--- config.mk ---
export PLATFORM = sky130hd
export DESIGN_NAME = if_stage_flat
export DESIGN_NICKNAME = d
export VERILOG_FILES = /design/src/rtl/mips_pkg.sv /design/src/rtl/if_stage_if.sv /design/src/rtl/if_id_reg.sv /design/src/rtl/if_stage.sv /design/src/flat_wrapper.sv
export SDC_FILE = /design/constraint.sdc
export NUM_CORES = 1
export LEC_CHECK = 0
export BUFFER_PORTS_ARGS = -buffer_cell sky130_fd_sc_hd__buf_2
export CAP_MARGIN = 40
export CORE_MARGIN = 2
export CORE_UTILIZATION = 50
export DETAILED_ROUTE_END_ITERATION = 8
export PLACE_DENSITY = 0.77
export SYNTH_ARGS = -nofsm -noshare
export SYNTH_HDL_FRONTEND = slang
export SYNTH_SLANG_ARGS = --single-unit
--- constraint.sdc ---
create_clock -name clk -period 2.7 [get_ports clk]
set_input_delay 0.405 -clock clk [delete_from_list [all_inputs] [get_ports clk]]
set_output_delay 0.405 -clock clk [all_outputs]
set_load 0.005 [all_outputs]
--- src/rtl/mips_pkg.sv ---
// rtl/mips_pkg.sv - shared constants, next-PC select encoding and PC increment helper for the MIPS core
package mips_pkg;

    localparam logic [31:0] RESET_PC_DEF   = 32'h0000_0000;
    localparam logic [31:0] IRQ_VECTOR_DEF = 32'h8000_0004;
    localparam logic [31:0] EXC_VECTOR_DEF = 32'h8000_0008;
    localparam logic [31:0] NOP_WORD       = 32'h0000_0000;

    // Next-PC source, listed lowest to highest priority
    typedef enum logic [1:0] {
        SEQ   = 2'd0,
        REDIR = 2'd1,
        IRQ   = 2'd2,
        EXC   = 2'd3
    } npc_sel_e;

    // Bit 31 marks kernel space and must survive sequential fetch, so only
    // the low 31 bits increment and wrap.
    function automatic logic [31:0] pc_plus4(input logic [31:0] pc);
        return {pc[31], pc[30:0] + 31'd4};
    endfunction

endpackage

--- src/rtl/if_stage_if.sv ---
// rtl/if_stage_if.sv - fetch stage bus: pipeline controls, instruction memory port and IF/ID outputs
// Signals:
//   stall, flush, redirect, redirect_target, exc_req, irq_req : pipeline -> fetch
//   imem_addr : fetch -> instruction memory, imem_data : memory -> fetch
//   ifid_instr, ifid_pc_plus4, ifid_pc, ifid_valid : fetch -> decode
// Modports: master = pipeline/memory side, slave = if_stage.
interface if_stage_if;
    logic        stall;
    logic        flush;
    logic        redirect;
    logic [31:0] redirect_target;
    logic        exc_req;
    logic        irq_req;
    logic [31:0] imem_addr;
    logic [31:0] imem_data;
    logic [31:0] ifid_instr;
    logic [31:0] ifid_pc_plus4;
    logic [31:0] ifid_pc;
    logic        ifid_valid;

    modport master (
        output stall, flush, redirect, redirect_target, exc_req, irq_req, imem_data,
        input  imem_addr, ifid_instr, ifid_pc_plus4, ifid_pc, ifid_valid
    );

    modport slave (
        input  stall, flush, redirect, redirect_target, exc_req, irq_req, imem_data,
        output imem_addr, ifid_instr, ifid_pc_plus4, ifid_pc, ifid_valid
    );
endinterface

--- src/rtl/if_id_reg.sv ---
// rtl/if_id_reg.sv - IF/ID pipeline register with hold and flush-to-bubble controls
// Ports:
//   clk, reset (async active-low)
//   i_hold  : keep current contents
//   i_flush : load a bubble (NOP, valid=0) but still record PC/PC+4; beats i_hold
//   i_instr, i_pc, i_pc_plus4 : fetched instruction and its addresses
//   o_instr, o_pc, o_pc_plus4, o_valid : registered outputs
module if_id_reg
    import mips_pkg::*;
(
    input  logic        clk,
    input  logic        reset,
    input  logic        i_hold,
    input  logic        i_flush,
    input  logic [31:0] i_instr,
    input  logic [31:0] i_pc,
    input  logic [31:0] i_pc_plus4,
    output logic [31:0] o_instr,
    output logic [31:0] o_pc,
    output logic [31:0] o_pc_plus4,
    output logic        o_valid
);

    always_ff @(posedge clk or negedge reset) begin
        if (!reset) begin
            o_instr    <= NOP_WORD;
            o_pc       <= 32'h0;
            o_pc_plus4 <= 32'h0;
            o_valid    <= 1'b0;
        end else if (i_flush) begin
            // PC of the squashed slot is kept so an exception taken here has an EPC
            o_instr    <= NOP_WORD;
            o_pc       <= i_pc;
            o_pc_plus4 <= i_pc_plus4;
            o_valid    <= 1'b0;
        end else if (!i_hold) begin
            o_instr    <= i_instr;
            o_pc       <= i_pc;
            o_pc_plus4 <= i_pc_plus4;
            o_valid    <= 1'b1;
        end
    end

endmodule

--- src/rtl/if_stage.sv ---
// rtl/if_stage.sv - MIPS fetch stage: PC register, next-PC selection and IF/ID capture
// Ports:
//   clk   : system clock, rising edge
//   reset : asynchronous active-low reset
//   bus   : if_stage_if.slave (controls in, imem port, IF/ID outputs)
module if_stage
    import mips_pkg::*;
#(
    parameter logic [31:0] RESET_PC   = RESET_PC_DEF,
    parameter logic [31:0] IRQ_VECTOR = IRQ_VECTOR_DEF,
    parameter logic [31:0] EXC_VECTOR = EXC_VECTOR_DEF
) (
    input  logic        clk,
    input  logic        reset,
    if_stage_if.slave   bus
);

    logic [31:0] r_pc;
    logic [31:0] w_pc_plus4;
    logic [31:0] w_next_pc;
    logic        w_take_irq;
    logic        w_squash;
    npc_sel_e    w_sel;

    assign bus.imem_addr = r_pc;
    assign w_pc_plus4    = pc_plus4(r_pc);

    // Interrupts are masked while executing in kernel space
    assign w_take_irq = bus.irq_req && !r_pc[31];

    always_comb begin
        w_sel = SEQ;
        if (bus.exc_req) begin
            w_sel = EXC;
        end else if (w_take_irq) begin
            w_sel = IRQ;
        end else if (bus.redirect) begin
            w_sel = REDIR;
        end
    end

    // Vectors and redirects override a stall; only the sequential path holds
    always_comb begin
        w_next_pc = r_pc;
        case (w_sel)
            EXC:   w_next_pc = EXC_VECTOR;
            IRQ:   w_next_pc = IRQ_VECTOR;
            REDIR: w_next_pc = {bus.redirect_target[31:2], 2'b00};
            SEQ:   w_next_pc = bus.stall ? r_pc : w_pc_plus4;
        endcase
    end

    always_ff @(posedge clk or negedge reset) begin
        if (!reset) begin
            r_pc <= RESET_PC;
        end else begin
            r_pc <= w_next_pc;
        end
    end

    // Any control-flow change squashes the instruction fetched this cycle
    assign w_squash = bus.flush || (w_sel != SEQ);

    if_id_reg u_if_id_reg (
        .clk        (clk),
        .reset      (reset),
        .i_hold     (bus.stall),
        .i_flush    (w_squash),
        .i_instr    (bus.imem_data),
        .i_pc       (r_pc),
        .i_pc_plus4 (w_pc_plus4),
        .o_instr    (bus.ifid_instr),
        .o_pc       (bus.ifid_pc),
        .o_pc_plus4 (bus.ifid_pc_plus4),
        .o_valid    (bus.ifid_valid)
    );

endmodule

--- src/flat_wrapper.sv ---
// flat-port wrapper written by rule: the top's interface ports become plain ports
module if_stage_flat import mips_pkg::*;
#(
    parameter logic [31:0] RESET_PC   = RESET_PC_DEF,
    parameter logic [31:0] IRQ_VECTOR = IRQ_VECTOR_DEF,
    parameter logic [31:0] EXC_VECTOR = EXC_VECTOR_DEF
)
  (clk, reset, bus_stall, bus_flush, bus_redirect, bus_redirect_target, bus_exc_req, bus_irq_req, bus_imem_data, bus_imem_addr, bus_ifid_instr, bus_ifid_pc_plus4, bus_ifid_pc, bus_ifid_valid);
  if_stage_if bus_i ();
  input  logic clk;
  input  logic reset;
  input wire logic [$bits(bus_i.stall)-1:0] bus_stall;
  input wire logic [$bits(bus_i.flush)-1:0] bus_flush;
  input wire logic [$bits(bus_i.redirect)-1:0] bus_redirect;
  input wire logic [$bits(bus_i.redirect_target)-1:0] bus_redirect_target;
  input wire logic [$bits(bus_i.exc_req)-1:0] bus_exc_req;
  input wire logic [$bits(bus_i.irq_req)-1:0] bus_irq_req;
  input wire logic [$bits(bus_i.imem_data)-1:0] bus_imem_data;
  output wire logic [$bits(bus_i.imem_addr)-1:0] bus_imem_addr;
  output wire logic [$bits(bus_i.ifid_instr)-1:0] bus_ifid_instr;
  output wire logic [$bits(bus_i.ifid_pc_plus4)-1:0] bus_ifid_pc_plus4;
  output wire logic [$bits(bus_i.ifid_pc)-1:0] bus_ifid_pc;
  output wire logic [$bits(bus_i.ifid_valid)-1:0] bus_ifid_valid;
  assign bus_i.stall = bus_stall;
  assign bus_i.flush = bus_flush;
  assign bus_i.redirect = bus_redirect;
  assign bus_i.redirect_target = bus_redirect_target;
  assign bus_i.exc_req = bus_exc_req;
  assign bus_i.irq_req = bus_irq_req;
  assign bus_i.imem_data = bus_imem_data;
  assign bus_imem_addr = bus_i.imem_addr;
  assign bus_ifid_instr = bus_i.ifid_instr;
  assign bus_ifid_pc_plus4 = bus_i.ifid_pc_plus4;
  assign bus_ifid_pc = bus_i.ifid_pc;
  assign bus_ifid_valid = bus_i.ifid_valid;
  if_stage #(.RESET_PC(RESET_PC), .IRQ_VECTOR(IRQ_VECTOR), .EXC_VECTOR(EXC_VECTOR)) u_core (.clk(clk), .reset(reset), .bus(bus_i));
endmodule
==> impl.org, run 1 <==
** Outcome
- The run finished with clean final reports.

** Setup path
- CP startpoint kind :: flop
- At the worst endpoint, the required time is 2.98 ns.
- In this run the worst path has a maximum fanout of 8.
- Data on the critical path arrives at its endpoint at 2.63 ns.
- Endpoint type of the worst setup path :: flop
- Worst setup path category :: reg -> reg
- Measured in cells, the most critical reg-to-reg path has a length of 6.

** Logic synthesis
- Synth warnings :: 0
- Distinct cell type count after synthesis :: 48
- Counting every instance in the synthesized netlist gives roughly 580.
- Area of the mapped netlist :: 5640 µm²
- Dominant register cell in the synthesized netlist :: dfrtp_1
- Post-synthesis average cell area :: 9.74 µm²
- Seq/Total Area, Yosys :: 54.1%
- Yosys mapped a number of flops with a built-in enable equal to 0.
- Synthesis-stage register bit count :: around 120
- Async S/R FF share, synth :: 100%

** Timing
- Timing would allow up to 0.426 GHz.
- On the final layout, the worst hold slack is between 0.2 and 0.25 ns.
- After layout, the worst setup slack is 0.351 ns.
- Clock skew after layout :: 0.00583 ns
- Count of endpoints failing setup in the final report :: 0
- Summed negative setup slack over all endpoints :: 0 ns
- Total count of hold-check failures in the final report :: 0
- Worst slew margin relative to its limit :: 64.3%
- The smallest clock period supported by the final layout is computed as 2.35 ns.
- Setup repair after global routing left no endpoint under its margin.
- Worst-margin pin slew :: 0.535 ns
- The final critical path takes up 87.0% of the cycle.
- Fin. max-slew vios :: 0

** Final layout
- Layout cells sized above 1 :: 32.3%
- The sequential cells in the finished layout cover a total of around 3100 µm².
- Fill cells in the final layout number between 800 and 900.
- The number of antenna diodes in the final layout is 0.
- Area occupied by multi-input gates :: 2320 µm²
- From synthesis to final layout, the design area changed by 30.1%.
- Once layout is complete, the utilization of the core stands at 67.1%.
- Nets :: 832

** GRT
- Met2 Use GR :: 41.5%
- Met3 Use GR :: 7.05%
- Antenna violations before repair :: 0
- For this run, global-route usage on met1 was measured as 31.0%.
- Global-route wire length before repair :: 23.3 mm
- Entering global routing, the biggest net connects 71 pins.
- Number of global-route vias before repair :: roughly 4800
- For this run the aggregate overflow at the end of global routing stands at 0.
- Global routing used about a quarter of the available tracks.
- Global routing's busiest layer :: met2

** Pwr
- Registers are responsible for 41.0% of the overall power.
- Clock network fraction of design power :: 50.9%
- Total power consumption of the routed design :: 0.00491 W
- Sw Ratio :: 22.3%
- In this run the power density over the cells is 668 nW/µm².
- Across the VDD grid, the largest voltage drop is about 0.00035 V.
- Per report_power, the combinational group accounts for 8.1% of the total.
- Power dissipated by switching net loads :: between 0.001 and 0.0015 W
- Design internal power :: 0.00381 W
- In this run the static leakage power is 3.74 nW.

** Drt
- Detailed routing inserted a total of 4863 vias.
- Once detail routing completed, the nets flagged for antenna violations numbered 0.
- Total iterations of the first detailed-routing run :: 5
- After detailed routing, the number of vias per cell comes to 5.33.
- Aggregate routed wire length :: 14.8 mm
- Wire length per cell :: 16.2 µm
- Initial DRC count :: 291
- For this run, design rule violations remaining after detail routing come to 0.

** Clock network
- After clock tree synthesis, the clock-pin slew on the worst setup and hold paths is 0.06 ns.
- Sink Count :: between 100 and 150
- Clock tree from TritonCTS :: done
- Root buf cell :: clkbuf_16
- Clock tree synthesis inserted a total of 17 buffers.
- Buffers from clock root to sink, at most :: 2
- The H-tree was split into 4 levels.
- After clock tree synthesis, the setup repair step added 0 buffers.
- Skew-Pair Late Insertion Delay :: 0.40 ns

** Floorplan
- Starting utilization of the core area :: about half
- The die covers ~12000 µm².
- The floorplan has 38 rows.
- Die width :: ~110 µm
- During I/O placement, the number of pins put on the boundary was 200.
- Measured along the y axis, the die boundary spans 110 µm.
- Area of the core :: 10900 µm²

** Min path
- The min-delay analysis places its worst path in the category in -> reg.
- The worst hold path was traced through 3 stages.

** Placed design
- OpenSTA, run right after detailed placement, puts the worst setup slack at 0.356 ns.
- RePlAce Congestion :: 0.876
- The wire-length estimate of the detail-placed layout is 10.4 mm.
- Input and output buffers added on the ports amount to between 150 and 200.

** Run
- Max-cap violations in this run came to 0.
[layout by cell type (no fill, tap or decap), types with 6 or more instances in the layout]
cell type  count
a21oi_1       11
xor2_1        22
buf_2        190
o21ai_0       37
buf_4         14
nand4_1        6
nand3_1       22
dfrtp_1      122
conb_1         6
nor2_1        19
nand2_1      150
clkbuf_16     17
nor3_1        12
xnor2_1       27
a22o_1        33
inv_1          6
o21ai_1       20
[metal layers]
metal | vias up | part of all wire, %
met1 | 2317 | 41
met5 | - | 0
met3 | 23 | 8.8
met2 | 216 | 48
li1 | 2307 | -
met4 | 0 | 1.9
[area by class of cell]
cell class / count / area share (%)
Sequential cell: 122 / 41.6
Multi-Input combinational cell: 406 / 31.6
Clock buffer: 21 / 6.41
Clock inverter: 11 / 2.61
Inverter: 6 / 0.307
Tap cell: 140 / 2.39
Timing Repair Buffer: 207 / 15.1
[stage by stage]
step,instance area [µm²],std cells
final,7340,913
after global placement,6670,880
after floorplan,5660,584
after detailed placement,6670,880
after global routing,7340,913
after CTS,7340,913
[power groups by stage]
stage	Clock (W)	Sequential, W	Combinational [W]
floorplan	0	0.00202	0.000191
global placement	0	0.00204	0.000391
detailed placement	0	0.00204	0.000399
CTS	0.00253	0.00201	0.000404
global route	0.00262	0.00203	0.000448
finish	0.00249	0.00201	0.000398
[cells in the mapped netlist (all sizes together), types with 2 or more instances]
cell	count	share of area (%)
nor3b	2	0.47
a21oi	11	0.98
nor4	7	1.3
nand3	22	2.0
or3	3	0.33
nor2	19	1.3
a21o	3	0.40
and3	3	0.33
buf	32	3.6
nand2	150	10
dfrtp	122	54
xor2	22	3.4
nor3	14	1.4
nand3b	2	0.27
a22o	33	5.1
o21ai	57	5.1
nand4	8	1.3
inv	6	0.40
xnor2	27	4.2
clkbuf	18	1.2
[state kept, by name (all words and copies together), names as in the netlist]
name,count
u_core.u_if_id_reg.o_pc,30
u_core.u_if_id_reg.o_valid,1
u_core.u_if_id_reg.o_instr,32
u_core.u_if_id_reg.o_pc_plus4,29
u_core.bus.imem_addr,30
[critical path, stage by stage (launching register included)]
cell and delay (ns):
dfrtp_1 0.48, ha_1 0.32, nand4_2 0.24, or3_1 0.63, nor3_1 0.32, xnor2_1 0.16
o21ai_1 0.07
[cells by family after synthesis]
logic type      Yosys count  synth area share [%]
mux                       1                 0.200
other cells               1                0.0665
flops                   122                  54.1
simple gates            238                  20.0
fa+ha+maj                 1                 0.222
buf+inv                  56                  5.26
compound gates          111                  12.5
xor+xnor                 49                  7.61
[path summary, 6_finish.rpt]
kind | start | end | slack, ns
worst min-delay path | bus_redirect_target[25] | u_core.bus.imem_addr[25] | 0.20
max in group asynchronous | reset | u_core.bus.imem_addr[26] | 1.52
min in group asynchronous | reset | u_core.u_if_id_reg.o_pc[23] | 0.42
worst min register to register | u_core.u_if_id_reg.o_pc[15] | u_core.u_if_id_reg.o_pc[15] | 0.46
worst max-delay path | u_core.bus.imem_addr[2] | u_core.u_if_id_reg.o_pc_plus4[20] | 0.35
worst max register to register | u_core.bus.imem_addr[2] | u_core.u_if_id_reg.o_pc_plus4[20] | 0.35
[timing repair]
action	in CTS	in global routing
hold endpoints to repair	15	0
endpoints found under the setup margin	0	0
hold buffers	1	0
gates resized for setup	0	0
(Power assumes the default switching activity.)
==> inputs of run 2 (changes only) <==
- ABC_AREA: unset -> 1
==> impl.org, run 2 <==
** Logic synthesis
- By area, the combinational part of the netlist is dominated by simple AND/OR/NAND/NOR gates.
- Cell type with the largest total area after synthesis :: dfrtp_1
- The sequential cell area fraction in the yosys report came to 52.6% (-1.6 points).
- The share of flip-flops with an asynchronous set or reset after synthesis came to 100% (unchanged).
- Yosys top cell area share :: 52.6% (-1.6 points)
- The number of cells produced by synthesis is 750 (+30%).
- Among all cell types in the netlist, the one instantiated most often is nand2_1.
- The adder and majority cell fraction of the synthesized area is 0.215% (-0.0064 points).
- The flip-flop and latch count after synthesis was 122 (unchanged).
- The post-synthesis share of cell area spent on xor and xnor gates was 1.81% (-5.8 points).
- The post-synthesis instance area is 5810 µm² (+3.0%).
- Dominant register cell in the synthesized netlist :: dfrtp_1
- Synth warnings :: 0 (unchanged)
- The share of the synthesized area in compound gates (AO/OA/AOI/OAI) was 5.84% (-6.7 points).
- After synthesis, the cell types taking the most area are dfrtp_1 53%, nand2_1 23%, nand3_1 4.4%.
- Synth Area in Simple Gates :: 32.7% (+13 points)
- Distinct cell type count after synthesis :: 28 (-42%)
- Count of flip-flops with a built-in enable after synthesis :: 0 (unchanged)
- Post-synthesis average cell area :: 7.75 µm² (-21%)
- Multiplexer share of the synthesized area :: 0% (-0.20 points)
- By count the netlist is led by 360 x nand2_1, 122 x dfrtp_1, 51 x nand3_1.

** Run
- The total of max-cap violations is 0 (unchanged).

** Placed design
- The HPWL reported at the end of detailed placement is 10.9 mm (+5.0%).
- The global placer's final weighted congestion was 0.862 (-1.6%).
- Inst Count DP :: 1060 (+20%)
- The count of input and output buffers was 191 (unchanged).

** Clock network
- Skew-Pair Late Insertion Delay :: 0.41 ns (about the same)
- The TritonCTS buffer count came to 17 (unchanged).
- Post-CTS resize count :: 0 (unchanged)
- The hold-fix buffer count after cts came to 1 (unchanged).
- TritonCTS built the clock tree.
- The H-tree depth was 4 (unchanged).
- Post-CTS clock slew at the launch and capture registers of the worst setup and hold paths :: 0.06 ns (about the same)
- The count of clock tree sinks was 122 (unchanged).
- Root buf cell :: clkbuf_16
- The maximum number of buffers from clock root to sink came to 2 (unchanged).
- The post-CTS setup-driven buffer insertion count came to 0 (unchanged).

** Pwr
- Power dissipated by switching net loads :: 0.00128 W (+17%)
- Worst vdd rail ir drop :: 0.000496 V (+41%)
- Design internal power :: 0.00381 W (about the same)
- The power density over the cells is 678 nW/µm² (+1.4%).
- Clock network fraction of design power :: 50.0% (-0.9 points)
- Leakage power :: 4.24 nW (+13%)
- The register share of total power came to 40.2% (-0.8 points).
- Comb power frac :: 9.7% (+1.6 points)
- The switching share of power is 25.1% (+2.8 points).

** Timing
- The clock skew came to 0.00853 ns (+0.00270 ns).
- The count of final setup violators came to 0 (unchanged).
- The relative slew slack was 54.2% (-10 points).
- Unrepaired setup endpoints after global routing :: false
- The transition time at the pin with the least slew margin was 0.686 ns (+0.151 ns).
- Period utilization :: 70.2% (-17 points)
- Maximum frequency from static timing analysis :: 0.528 GHz (+24%)
- Total count of hold-check failures in the final report :: 0 (unchanged)
- The number of max-slew violations in the final report is 0 (unchanged).
- Summed negative setup slack over all endpoints :: 0 ns (unchanged)
- Final min period :: 1.90 ns (-0.454 ns)

** Floorplan
- The area of the core was 11400 µm² (+4.0%).
- I/O pin count :: 200 (unchanged)
- The floorplan row count came to 39 (+2.6%).
- Die width :: 112 µm (+1.4%)
- Starting utilization of the core area :: 51.1% (-0.50 points)
- Die Footprint :: 12500 µm² (+2.9%)
- Die Span Y :: 112 µm (+1.4%)

** Setup path
- The register-to-register path setup slack came to 0.80 ns (+0.45 ns).
- Highest net fanout along the worst path :: 47 (+39)
- The worst setup path is of the reg -> reg kind.
- The critical path goes through inv_1, nand2_2, nand3_2, nor2_2, inv_2, nor2_4, buf_4, nand2_1, o21ai_1.
- Delay of the slowest cell on the worst path :: 0.42 ns (-0.21 ns)
- The slowest stage of the critical path belongs to the cell buf_4.
- The signal arrival time at the worst endpoint is 2.23 ns (-0.40 ns).
- STA classifies the critical path endpoint as a flop.
- The worst endpoint required time is 3.03 ns (+0.05 ns).
- CP startpoint kind :: flop

** Drt
- The via-per-instance ratio came to 5.07 (-4.9%).
- DRC violations left :: 0 (unchanged)
- Remaining antenna violation count :: 0 (unchanged)
- Via Count :: 5537 (+14%)
- Aggregate routed wire length :: 16.1 mm (+9.2%)
- Wire length per cell :: 14.8 µm (-8.8%)
- Initial DRC count :: 445 (+53%)
- The first-pass iteration count of the detailed router is 5 (unchanged).

** Final layout
- Commonest non-fill, non-tap cell in the layout :: nand2_1
- The count of nets after finishing was 1009 (+21%).
- Fillers :: 985 (+14%)
- Top library cells by usage in the layout, fill and taps aside :: 360 x nand2_1, 190 x buf_2, 122 x dfrtp_1, 51 x nand3_1, 45 x nor2_1
- The final standard cell count with taps included and fillers excluded was 1093 (+20%).
- The final core utilization came to 66.0% (-1.1 points).
- The number of inserted diodes was 0 (unchanged).
- The flip-flop count of the largest register, all copies and words added is 32 (unchanged).
- Most flops, register :: u_core.u_if_id_reg.o_instr
- Growth of design area from synthesis to finish :: 29.2%
- Layout cells sized above 1 :: 26.2% (-6.1 points)

** GRT
- The via count of the first global-routing pass came to 5151 (+7.7%).
- The maximum number of pins on one net before global-route repair was 51 (-28%).
- Global-route wire length before repair :: 26.3 mm (+13%)
- Total gr overflow :: 0 (unchanged)
- The number of antenna violations at the first check in global routing came to 0 (unchanged).
- Total global routing track utilization :: 26.7% (+1.7 points)

** Outcome
- Outcome :: finished clean

** Min path
- In this run the worst hold path is classified as in -> reg.
run 2: changes by cell type after synthesis, sizes merged, moves of 11 or more:
cell    delta
nand3     +30
clkbuf    -11
a22o      -33
nor3      -13
a31oi     +11
inv       +32
a21oi     -11
xnor2     -27
nor2      +35
nand2    +212
run 2: cell families (layout without fill, tap and decap cells):
kind of cell | after synthesis | in the layout
other | 1 | 6
flip-flops | 122 | 122
AND/OR/NAND/NOR | 472 | 472
adder cells (fa/ha/maj) | 1 | 1
XOR/XNOR | 12 | 12
buffers and inverters | 79 | 274
AO/OA/AOI/OAI | 63 | 63
run 2: power by group through the flow:
stage	registers, W	logic, W	clock network, W
floorplan	0.00207	0.000219	0
global placement	0.00207	0.000481	0
detailed placement	0.00207	0.000494	0
CTS	0.00205	0.000500	0.00257
global route	0.00206	0.000558	0.00267
finish	0.00205	0.000494	0.00254
run 2: final timing paths:
check	to	cells after the start	from
setup / recovery	u_core.u_if_id_reg.o_pc[8]	9	u_core.bus.imem_addr[31]
hold / removal	u_core.bus.imem_addr[31]	3	bus_redirect_target[31]
setup reg to reg	u_core.u_if_id_reg.o_pc[8]	9	u_core.bus.imem_addr[31]
hold reg to reg	u_core.u_if_id_reg.o_instr[1]	2	u_core.u_if_id_reg.o_instr[1]
max in group asynchronous	u_core.u_if_id_reg.o_pc[24]	3	reset
min in group asynchronous	u_core.u_if_id_reg.o_pc_plus4[2]	2	reset
run 2: final cells by class:
| type | instances | area [µm²] | area share (%) |
|---|---|---|---|
| clock inverter | 15 | 239 | 3.18 |
| sequential | 122 | 3050 | 40.7 |
| inverter | 39 | 146 | 1.95 |
| multi-input combinational | 554 | 2380 | 31.7 |
| timing repair buffer | 203 | 1080 | 14.4 |
| tap | 143 | 179 | 2.38 |
| clock buffer | 17 | 425 | 5.67 |
run 2: stage by stage:
stage	total power (W)	setup WS, ns	hold slack (ns)	area [µm²]
floorplan	0.00229	1.21	0.109	5830
global placement	0.00256	0.696	0.435	6800
detailed placement	0.00257	0.715	0.430	6830
CTS	0.00512	0.818	0.204	7500
global route	0.00529	0.562	0.207	7500
finish	0.00508	0.805	0.210	7500
run 2: routing by layer:
| layer | GRT usage (%) | share of wire (%) |
|---|---|---|
| met5 | 0 | 0 |
| met4 | 7.74 | 1.7 |
| met3 | 7.19 | 7.4 |
| met2 | 43.0 | 48 |
| met1 | 35.8 | 43 |
run 2: critical path, delay by kind of cell (launching register included):
family | cells | cell delay (ns)
buffers and inverters | 3 | 0.56
AND/OR/NAND/NOR | 5 | 0.76
AO/OA/AOI/OAI | 1 | 0.11
flip-flops | 1 | 0.37
